--- src/rtl/grad_pkg.sv ---
// Shared constants, state encoding and helpers for the gradient accumulator.
package grad_pkg;

    localparam logic [31:0] Q16_ONE = 32'h0001_0000;

    localparam int unsigned DefInWidth   = 32;
    localparam int unsigned DefAccWidth  = 40;
    localparam int unsigned DefOutWidth  = 32;
    localparam int unsigned DefGroupLen  = 3;
    localparam int unsigned DefFifoDepth = 16;

    typedef enum logic {
        StIdle,
        StAccum
    } state_e;

    function automatic int unsigned clog2(input int unsigned value);
        int unsigned res;
        res = 0;
        if (value > 1) begin
            for (int unsigned v = value - 1; v > 0; v = v >> 1) begin
                res++;
            end
        end
        return res;
    endfunction

endpackage

--- src/rtl/grad_accum_if.sv ---
// Term stream in (valid/last, no ready) and result stream out (AXIS with backpressure).
interface grad_accum_if import grad_pkg::*; #(
    parameter int unsigned IN_WIDTH  = DefInWidth,
    parameter int unsigned OUT_WIDTH = DefOutWidth
);
    logic [IN_WIDTH-1:0]  s_tdata;
    logic                 s_tvalid;
    logic                 s_tlast;
    logic [OUT_WIDTH-1:0] m_tdata;
    logic                 m_tvalid;
    logic                 m_tready;
    logic                 m_tlast;

    // Environment side: produces terms, consumes results.
    modport master (
        output s_tdata, s_tvalid, s_tlast, m_tready,
        input  m_tdata, m_tvalid, m_tlast
    );

    // Accumulator side.
    modport slave (
        input  s_tdata, s_tvalid, s_tlast, m_tready,
        output m_tdata, m_tvalid, m_tlast
    );
endinterface

--- src/rtl/grad_fifo.sv ---
// Single-clock FIFO with registered head output; a write into a full FIFO is
// accepted when a read happens on the same edge.
module grad_fifo import grad_pkg::*; #(
    parameter int unsigned WIDTH = 33,
    parameter int unsigned DEPTH = DefFifoDepth
) (
    input  logic             aclk,
    input  logic             aresetn,
    input  logic             wr_en,
    input  logic [WIDTH-1:0] wr_data,
    output logic             wr_ack,
    input  logic             rd_en,
    output logic [WIDTH-1:0] rd_data,
    output logic             empty
);
    localparam int unsigned PtrW = clog2(DEPTH);
    typedef logic [PtrW:0] count_t;
    localparam count_t FullCount = count_t'(DEPTH);

    logic [WIDTH-1:0] mem_q [DEPTH];
    logic [PtrW-1:0]  wr_ptr_q, rd_ptr_q, rd_nxt;
    count_t           count_q;
    logic [WIDTH-1:0] rd_data_q;
    logic             full, do_wr, do_rd;

    assign empty   = (count_q == '0);
    assign full    = (count_q == FullCount);
    assign do_rd   = rd_en && !empty;
    assign do_wr   = wr_en && (!full || do_rd);
    assign wr_ack  = do_wr;
    assign rd_nxt  = rd_ptr_q + PtrW'(1);
    assign rd_data = rd_data_q;

    always_ff @(posedge aclk) begin
        if (do_wr) begin
            mem_q[wr_ptr_q] <= wr_data;
        end
    end

    always_ff @(posedge aclk or negedge aresetn) begin
        if (!aresetn) begin
            wr_ptr_q  <= '0;
            rd_ptr_q  <= '0;
            count_q   <= '0;
            rd_data_q <= '0;
        end else begin
            if (do_wr) wr_ptr_q <= wr_ptr_q + PtrW'(1);
            if (do_rd) rd_ptr_q <= rd_nxt;
            unique case ({do_wr, do_rd})
                2'b10:   count_q <= count_q + count_t'(1);
                2'b01:   count_q <= count_q - count_t'(1);
                default: count_q <= count_q;
            endcase
            // Head register follows the oldest entry; empty keeps the last value.
            if (do_rd) begin
                if (count_q > count_t'(1)) rd_data_q <= mem_q[rd_nxt];
                else if (do_wr)            rd_data_q <= wr_data;
            end else if (empty && do_wr) begin
                rd_data_q <= wr_data;
            end
        end
    end
endmodule

--- src/rtl/grad_accum.sv ---
// Sums groups of GROUP_LEN signed Q16 terms and queues narrowed sums on an AXIS master.
// Define GRAD_ACCUM_SAT_EN for saturating narrowing and the sat_hit flag; default wraps.
module grad_accum import grad_pkg::*; #(
    parameter int unsigned IN_WIDTH   = DefInWidth,
    parameter int unsigned ACC_WIDTH  = DefAccWidth,
    parameter int unsigned OUT_WIDTH  = DefOutWidth,
    parameter int unsigned GROUP_LEN  = DefGroupLen,
    parameter int unsigned FIFO_DEPTH = DefFifoDepth
) (
    input  logic        aclk,
    input  logic        aresetn,
    grad_accum_if.slave bus,
    output logic        overflow,
    output logic [15:0] grp_cnt
`ifdef GRAD_ACCUM_SAT_EN
    ,
    output logic        sat_hit
`endif
);
    localparam int unsigned CntW = clog2(GROUP_LEN) + 1;

    state_e                       state_q, state_d;
    logic signed [ACC_WIDTH-1:0]  acc_q, acc_d, term_ext, sum;
    logic [CntW-1:0]              cnt_q, cnt_d, cnt_inc;
    logic                         close, close_q, last_q;
    logic                         res_valid_q, res_last_q;
    logic [OUT_WIDTH-1:0]         res_data_q, narrowed;
    logic                         overflow_q, wr_ack, fifo_empty;
    logic [15:0]                  grp_cnt_q;
    logic [OUT_WIDTH:0]           fifo_out;

    assign term_ext = {{(ACC_WIDTH - IN_WIDTH){bus.s_tdata[IN_WIDTH-1]}}, bus.s_tdata};

    always_comb begin
        state_d = state_q;
        acc_d   = acc_q;
        cnt_d   = cnt_q;
        close   = 1'b0;
        sum     = (state_q == StIdle) ? term_ext : acc_q + term_ext;
        cnt_inc = (state_q == StIdle) ? CntW'(1) : cnt_q + CntW'(1);
        if (bus.s_tvalid) begin
            acc_d   = sum;
            cnt_d   = cnt_inc;
            close   = (cnt_inc == CntW'(GROUP_LEN)) || bus.s_tlast;
            state_d = close ? StIdle : StAccum;
        end
    end

`ifdef GRAD_ACCUM_SAT_EN
    logic [ACC_WIDTH-OUT_WIDTH:0] acc_hi;
    logic                         clamp, sat_hit_q;

    // Fits in OUT_WIDTH only if every bit above the output sign bit matches it.
    always_comb begin
        acc_hi   = acc_q[ACC_WIDTH-1:OUT_WIDTH-1];
        clamp    = !((&acc_hi) || !(|acc_hi));
        narrowed = acc_q[OUT_WIDTH-1:0];
        if (clamp) begin
            narrowed = acc_q[ACC_WIDTH-1] ? {1'b1, {(OUT_WIDTH-1){1'b0}}}
                                          : {1'b0, {(OUT_WIDTH-1){1'b1}}};
        end
    end

    always_ff @(posedge aclk or negedge aresetn) begin
        if (!aresetn)            sat_hit_q <= 1'b0;
        else if (close_q && clamp) sat_hit_q <= 1'b1;
    end
    assign sat_hit = sat_hit_q;
`else
    assign narrowed = acc_q[OUT_WIDTH-1:0];
`endif

    always_ff @(posedge aclk or negedge aresetn) begin
        if (!aresetn) begin
            state_q     <= StIdle;
            acc_q       <= '0;
            cnt_q       <= '0;
            close_q     <= 1'b0;
            last_q      <= 1'b0;
            res_valid_q <= 1'b0;
            res_last_q  <= 1'b0;
            res_data_q  <= '0;
            overflow_q  <= 1'b0;
            grp_cnt_q   <= '0;
        end else begin
            state_q     <= state_d;
            acc_q       <= acc_d;
            cnt_q       <= cnt_d;
            close_q     <= close;
            last_q      <= bus.s_tvalid && bus.s_tlast;
            res_valid_q <= close_q;
            // acc_q still holds the closed group's sum on the edge after the close.
            if (close_q) begin
                res_data_q <= narrowed;
                res_last_q <= last_q;
            end
            if (res_valid_q && !wr_ack) overflow_q <= 1'b1;
            if (wr_ack)                 grp_cnt_q  <= grp_cnt_q + 16'd1;
        end
    end

    grad_fifo #(
        .WIDTH (OUT_WIDTH + 1),
        .DEPTH (FIFO_DEPTH)
    ) u_fifo (
        .aclk    (aclk),
        .aresetn (aresetn),
        .wr_en   (res_valid_q),
        .wr_data ({res_last_q, res_data_q}),
        .wr_ack  (wr_ack),
        .rd_en   (bus.m_tready),
        .rd_data (fifo_out),
        .empty   (fifo_empty)
    );

    assign bus.m_tvalid = !fifo_empty;
    assign bus.m_tlast  = fifo_out[OUT_WIDTH];
    assign bus.m_tdata  = fifo_out[OUT_WIDTH-1:0];
    assign overflow     = overflow_q;
    assign grp_cnt      = grp_cnt_q;
endmodule

--- src/flat_wrapper.sv ---
// flat-port wrapper written by rule: the top's interface ports become plain ports
module grad_accum_flat import grad_pkg::*;
#(
    parameter int unsigned IN_WIDTH   = DefInWidth,
    parameter int unsigned ACC_WIDTH  = DefAccWidth,
    parameter int unsigned OUT_WIDTH  = DefOutWidth,
    parameter int unsigned GROUP_LEN  = DefGroupLen,
    parameter int unsigned FIFO_DEPTH = DefFifoDepth
)
  (aclk, aresetn, overflow, grp_cnt, bus_s_tdata, bus_s_tvalid, bus_s_tlast, bus_m_tready, bus_m_tdata, bus_m_tvalid, bus_m_tlast);
  grad_accum_if #(.IN_WIDTH(IN_WIDTH), .OUT_WIDTH(OUT_WIDTH)) bus_i ();
  input  logic aclk;
  input  logic aresetn;
  output logic overflow;
  output logic [15:0] grp_cnt;
  input wire logic [$bits(bus_i.s_tdata)-1:0] bus_s_tdata;
  input wire logic [$bits(bus_i.s_tvalid)-1:0] bus_s_tvalid;
  input wire logic [$bits(bus_i.s_tlast)-1:0] bus_s_tlast;
  input wire logic [$bits(bus_i.m_tready)-1:0] bus_m_tready;
  output wire logic [$bits(bus_i.m_tdata)-1:0] bus_m_tdata;
  output wire logic [$bits(bus_i.m_tvalid)-1:0] bus_m_tvalid;
  output wire logic [$bits(bus_i.m_tlast)-1:0] bus_m_tlast;
  assign bus_i.s_tdata = bus_s_tdata;
  assign bus_i.s_tvalid = bus_s_tvalid;
  assign bus_i.s_tlast = bus_s_tlast;
  assign bus_i.m_tready = bus_m_tready;
  assign bus_m_tdata = bus_i.m_tdata;
  assign bus_m_tvalid = bus_i.m_tvalid;
  assign bus_m_tlast = bus_i.m_tlast;
  grad_accum #(.IN_WIDTH(IN_WIDTH), .ACC_WIDTH(ACC_WIDTH), .OUT_WIDTH(OUT_WIDTH), .GROUP_LEN(GROUP_LEN), .FIFO_DEPTH(FIFO_DEPTH)) u_core (.aclk(aclk), .aresetn(aresetn), .bus(bus_i), .overflow(overflow), .grp_cnt(grp_cnt));
endmodule
--- config.mk ---
export PLATFORM = sky130hd
export DESIGN_NAME = grad_accum_flat
export DESIGN_NICKNAME = d
export VERILOG_FILES = /design/src/rtl/grad_pkg.sv /design/src/rtl/grad_accum_if.sv /design/src/rtl/grad_fifo.sv /design/src/rtl/grad_accum.sv /design/src/flat_wrapper.sv
export SDC_FILE = /design/constraint.sdc
export NUM_CORES = 1
export LEC_CHECK = 0
export CORE_MARGIN = 2
export CORE_UTILIZATION = 55
export DETAILED_ROUTE_END_ITERATION = 6
export PLACE_DENSITY = 0.73
export SYNTH_ARGS = -nofsm -noshare
export SYNTH_HDL_FRONTEND = slang
export SYNTH_SLANG_ARGS = --single-unit
--- constraint.sdc ---
create_clock -name aclk -period 2.4 [get_ports aclk]
set_input_delay 0.36 -clock aclk [delete_from_list [all_inputs] [get_ports aclk]]
set_output_delay 0.36 -clock aclk [all_outputs]
set_load 0.01 [all_outputs]
# [After elaboration in Yosys (flattened, before gate mapping)]
# Memories as Yosys holds them, arrays and structs flattened.
# Index checks and enable logic that the tools add are counted.
# W data, S select, Z words.
[totals] out_inout_bits=51 latchBits=0 elab_cells=53 reg_bits=143 rom_bits=0 mem_bits_rw=528 memories=1 inputBits=37
[mem_list] memory="u_core.u_fifo.mem_q" depth=16 width=33 read_ports=1 rd_ports_with_merged_regs=0 wr=1 line_no="grad_fifo.sv:20" text="logic [WIDTH-1:0] mem_q [DEPTH];"
[classes] n_mux=11 n_bitwise=0 add_sub_neg=7 n_reduce_logical=14 shifts=0 div=0 n_eq_ne=5 multipliers=0 magnitude_cmp=1
[op_table] op="$mux W33" count=4
[op_table] op="$add A40 B32 Y40" count=1
[op_table] op="$mux W40" count=1
[op_table] op="$add A16 B1 Y16 const B" count=1
[op_table] op="$pmux W5 S2" count=1
[op_table] op="$add A4 B1 Y4 const B" count=2
[op_table] op="$add A5 B1 Y5 const B" count=1
[op_table] op="$eq A5 B5 Y1 const B" count=1
[op_table] op="$gt A5 B1 Y1 const B" count=1
[op_table] op="$logic_and A1 B1 Y1" count=5
[op_table] op="$logic_not A5 Y1" count=1
[op_table] op="$sub A5 B1 Y5 const B" count=1
[op_table] op="$mux W1" count=4
[op_table] op="$reduce_bool A2 Y1" count=2
[op_table] op="$add A3 B1 Y3 const B" count=1
[op_table] op="$eq A3 B2 Y1 const B" count=1
[op_table] op="$logic_not A1 Y1" count=3
[op_table] op="$mux W3" count=1
[op_table] op="$ne A3 B2 Y1 const B" count=1
[op_table] op="$eq A2 B1 Y1 const B" count=1
[op_table] op="$eq A2 B2 Y1 const B" count=1
[op_table] op="$logic_or A1 B1 Y1" count=2
[op_table] op="$reduce_and A2 Y1" count=1

# [Depth between registers and ports, before layout]
[logic_depth] ltp_word=8 depth_mapped=14 mapped_depth_nobuf=12

# [Cells and area by module]
# Synthesis repeated with hierarchy kept, for this count alone.
[hier_totals] cells_unflattened=1941 hier_area_um2=28355.9
[modules_own_cells] mod="grad_fifo" cells_each=1426 instances=1 seq_area_each_um2=17006.3 area_each_um2=23151.0
[modules_own_cells] mod="grad_accum" cells_each=515 instances=1 seq_area_each_um2=2227.1 area_each_um2=5205.0

# [Least setup slack after synthesis]
# No wires, ideal clock.
[synth_timing] path_kind="register to register" startpoint="register u_core.acc_q[0]" endpoint="register u_core.acc_q[20]" n_path_buf=0 period_less_slack_ns=2.671 stages_incl_launch_ff=11 arrival_ns=2.546 setup_slack_ns=-0.271 cell_sequence="dfrtp_1 -> ha_1 -> fa_1 -> a21o_1 -> a221oi_2 -> a21oi_2 -> a311o_1 -> a21o_1 -> a31oi_1 -> xor2_1 -> o21ai_1"
[synth_via] elab_chain_len=2
[synth_rtl] element="start: declaration" line_no="grad_accum.sv:23" text="logic signed [ACC_WIDTH-1:0] acc_q, acc_d, term_ext, sum;"
[synth_rtl] element="start signal: assignment" line_no="grad_accum.sv:76" text="acc_q <= '0;"
[synth_rtl] element="start signal: assignment" line_no="grad_accum.sv:87" text="acc_q <= acc_d;"
[synth_rtl] element="$add A40 B32 Y40" line_no="grad_accum.sv:39" text="sum = (state_q == StIdle) ? term_ext : acc_q + term_ext;"
[synth_rtl] element="$mux W40" line_no="grad_accum.sv:39"
# No other way between the ends.
# A chain may end at the register's enable or synchronous reset.

# [Final worst setup path]
# Same ends and word-level chain as after synthesis.

==> impl_metrics.toml <==
[worst_setup_path]
rr_worst_depth = 10
cp-endpoint = "u_core.acc_q[20]"
crit_path_top_delay_cell = "dfrtp_1"
critPathTopFamily = "compound AO/OA/AOI/OAI gates"
worst_setup_path_start_kind = "flop"
critPathMaxFanout = 3
r2r_slack_ns = -0.25
timing.rr.start = "u_core.acc_q[0]"
worstPathArrival_ns = 3.12
cpMostUsedCell = "a21o_1"
path_depth = 10
rr_endpoint = "u_core.acc_q[20]"
path_cells = "ha_2 -> fa_2 -> a21o_1 -> a221oi_2 -> a21oi_2 -> a311o_1 -> a21o_1 -> a31oi_1 -> xor2_1 -> o21ai_1"
cp-startpoint = "u_core.acc_q[0]"
worstSetupPathType = "flop to flop"
crit_buf_inv = 0
required_ns = 2.87
endpoint_kind = "flop"
critPathMaxStageDelay_ns = 0.38

[timing]
timing_hold_violations_final = 0
fin_crit_sh_pct = 111
setup_violations = 36
clock_skew_ns = 0.0288
rsz0062_at_grt = "true"
relSlewSlack_pct = 50.4
finalSetupTns_ns = -4.19
period_needed_ns = 2.65
timing.fmax_ghz = 0.377
finalMaxSlewViolations = 0
tightest_slew_ns = 0.745
finalWorstSetupSlack_ns = -0.254

[power]
power_density_mw_per_mm2 = 1410
total_power_mw = 48.9
switching_share_pct = 32.4
seqPwrFrac_pct = 35.9
p_leak_nw = 12.4
vdd_ir_drop_max_mv = 0.774
clock_power_share_pct = 21.0
internal_power_mw = 33.1
p_switching_mw = 15.9
comb_power_share_pct = 43.2

[synth]
synth_edf_count = 528
mappedNetlistArea_mm2 = 0.0275
yosysUniqueCellTypes = 58
syn-num-nets = 1585
synth-seq-cells = 663
ys_async_sr_fraction_pct = 20.4
synth_ff_type = "edfxtp_1"
yosysMostFrequentCell = "edfxtp_1"
synth_top_area_cell = "edfxtp_1"
synth.area.top_cells = "edfxtp_1 58%, mux4_2 14%, dfrtp_1 12%"
yosys_warnings = 0
syn_area_per_cell_um2 = 18.3
synthCells = 1504
yosys.area.top_type_share_pct = 57.7
synth.top_cells.by_count = "528 x edfxtp_1, 165 x mux4_2, 135 x dfrtp_1"
yosysSeqAreaShare_pct = 70.0

[die]
core_area_mm2 = 0.0492
start_util_pct = 55.9
die_y_um = 228
rows = 81
boundaryPins = 88
die_x_um = 228
die-area_mm2 = 0.0518

[drt]
avgViaCountPerCell = 6.12
initialDrtViolationCount = 1664
wl_um = 68900
wl_per_cell_um = 26.8
dr.pass1.iters = 5
vias = 15800
remaining_drc_errors = 0
ant_nets = 0

[clock_tree]
cts-htree-levels = 3
clock_path_buffers = 3
cts_tree = "built"
clock-root-buffer = "clkbuf_16"
cts_sinks = 663
cts_made_buffers = 69
clk_latency_ns = 0.59
clkTransAtPathRegs_ns = 0.06

[place]
dp_hpwl_um = 39800
dp.cells = 2405
placed_cell_area_mm2 = 0.0312
place_ws_ns = -0.869
place.gp.congestion = 0.915
portBuffers = 87

[cells_and_area]
syn_to_final_growth_pct = 26.2
final_nets = 1937
drive_gt1_share_pct = 35.0
fin_area_mm2 = 0.0347
final_cells = 2576
diodes = 0

[global_route]
grt_usage_pct = 27.3
grt_max_degree = 46
grt_pass1_wl_um = 102000
antenna_found_initial = 1
grt_pass1_vias = 16400
grt_remaining_overflow = 0

[hold_path]
hp-class = "primary input to flop"

[job]
maxCapViolCount = 0

[status]
failed_checks = "negative setup slack"
status = "finished, violations left"
per-layer routing:
metal / GRT usage (%) / vias to the layer above / part of all wire (%)
met5: 0 / - / 0
li1: - / 6717 / -
met3: 4.28 / 119 / 7.2
met4: 8.71 / 0 / 2.5
met2: 46.9 / 723 / 51
met1: 36.3 / 8212 / 39
through the flow:
stage	util, %	hold slack (ns)
after floorplan	-	0.0644
after global placement	63.5	0.307
after detailed placement	63.5	0.307
after CTS	70.0	0.135
after global routing	70.6	0.170
final	70.6	0.162
power by group through the flow:
stage	Clock [mW]	Sequential [mW]	Combinational, mW
6_report	10.3	17.5	21.1
5_1_grt	10.8	17.8	22.3
4_1_cts	10.4	17.4	20.8
3_5_place_dp	0	17.6	16.9
3_3_place_gp	0	17.4	16.7
2_1_floorplan	0	16.9	10.3
flip-flops by register name (all words and copies together) (netlist names):
signal / count
u_core.cnt_q: 3
u_core.res_last_q: 1
u_core.acc_q: 32
u_core.u_fifo.wr_ptr_q: 4
u_core.close_q: 1
u_core.last_q: 1
u_core.u_fifo.rd_data: 33
u_core.res_data_q: 32
u_core.u_fifo.rd_ptr_q: 4
u_core.res_valid_q: 1
u_core.overflow: 1
u_core.u_fifo.mem_q: 528
u_core.grp_cnt: 16
u_core.u_fifo.count_q: 5
u_core.state_q: 1
worst reg2reg max path, stage by stage (launching register included):
cell	delay [ns]
dfrtp_1	0.38
ha_2	0.19
fa_2	0.33
a21o_1	0.19
a221oi_2	0.31
a21oi_2	0.12
a311o_1	0.35
a21o_1	0.24
a31oi_1	0.18
xor2_1	0.17
o21ai_1	0.08
worst min-delay path by stage:
stage | cells past startpoint | slack (ns) | start | to
after global placement | 1 | 0.31 | aresetn | u_core.grp_cnt[7]
after global routing | 2 | 0.17 | bus_s_tvalid | u_core.acc_q[7]
final | 2 | 0.16 | bus_s_tvalid | u_core.acc_q[10]
after floorplan | 0 | 0.06 | aresetn | u_core.acc_q[0]
after detailed placement | 1 | 0.31 | aresetn | u_core.grp_cnt[7]
after CTS | 2 | 0.13 | bus_s_tvalid | u_core.acc_q[7]
what timing repair did:
action / CTS / global route
cloned: 13 / 5
buffers inserted: 28 / 7
endpoints found under the setup margin: 46 / 62
pin swaps: 27 / 16
endpoints found under the hold margin: 39 / 0
gates resized for setup: 92 / 53
hold buffers: 1 / 0
logic make-up after synthesis:
group	count (synthesis)	synth area share, %
xor+xnor	55	1.75
mux	263	17.3
flops	663	70.0
simple gates	220	3.80
fa+ha+maj	44	2.03
buf+inv	89	1.40
compound gates	170	3.76
placed cells by master (no fill, tap or decap), types with 47 or more instances in the layout:
cell / n
mux4_2: 165
dfrtp_1: 133
a21oi_1: 47
nand2_1: 77
nor2_1: 52
clkbuf_16: 75
edfxtp_1: 528
clkdlybuf4s50_1: 84
buf_4: 169
buf_12: 58
cell type report:
class	instances	area, um^2
clock buffer	93	1890
clock inverter	34	263
tap	664	831
multi-input combinational	752	8380
fill	2997	14500
timing repair buffer	353	4020
inverter	17	63.8
sequential	663	19200
No activity file was read; power rests on OpenSTA's default activity.
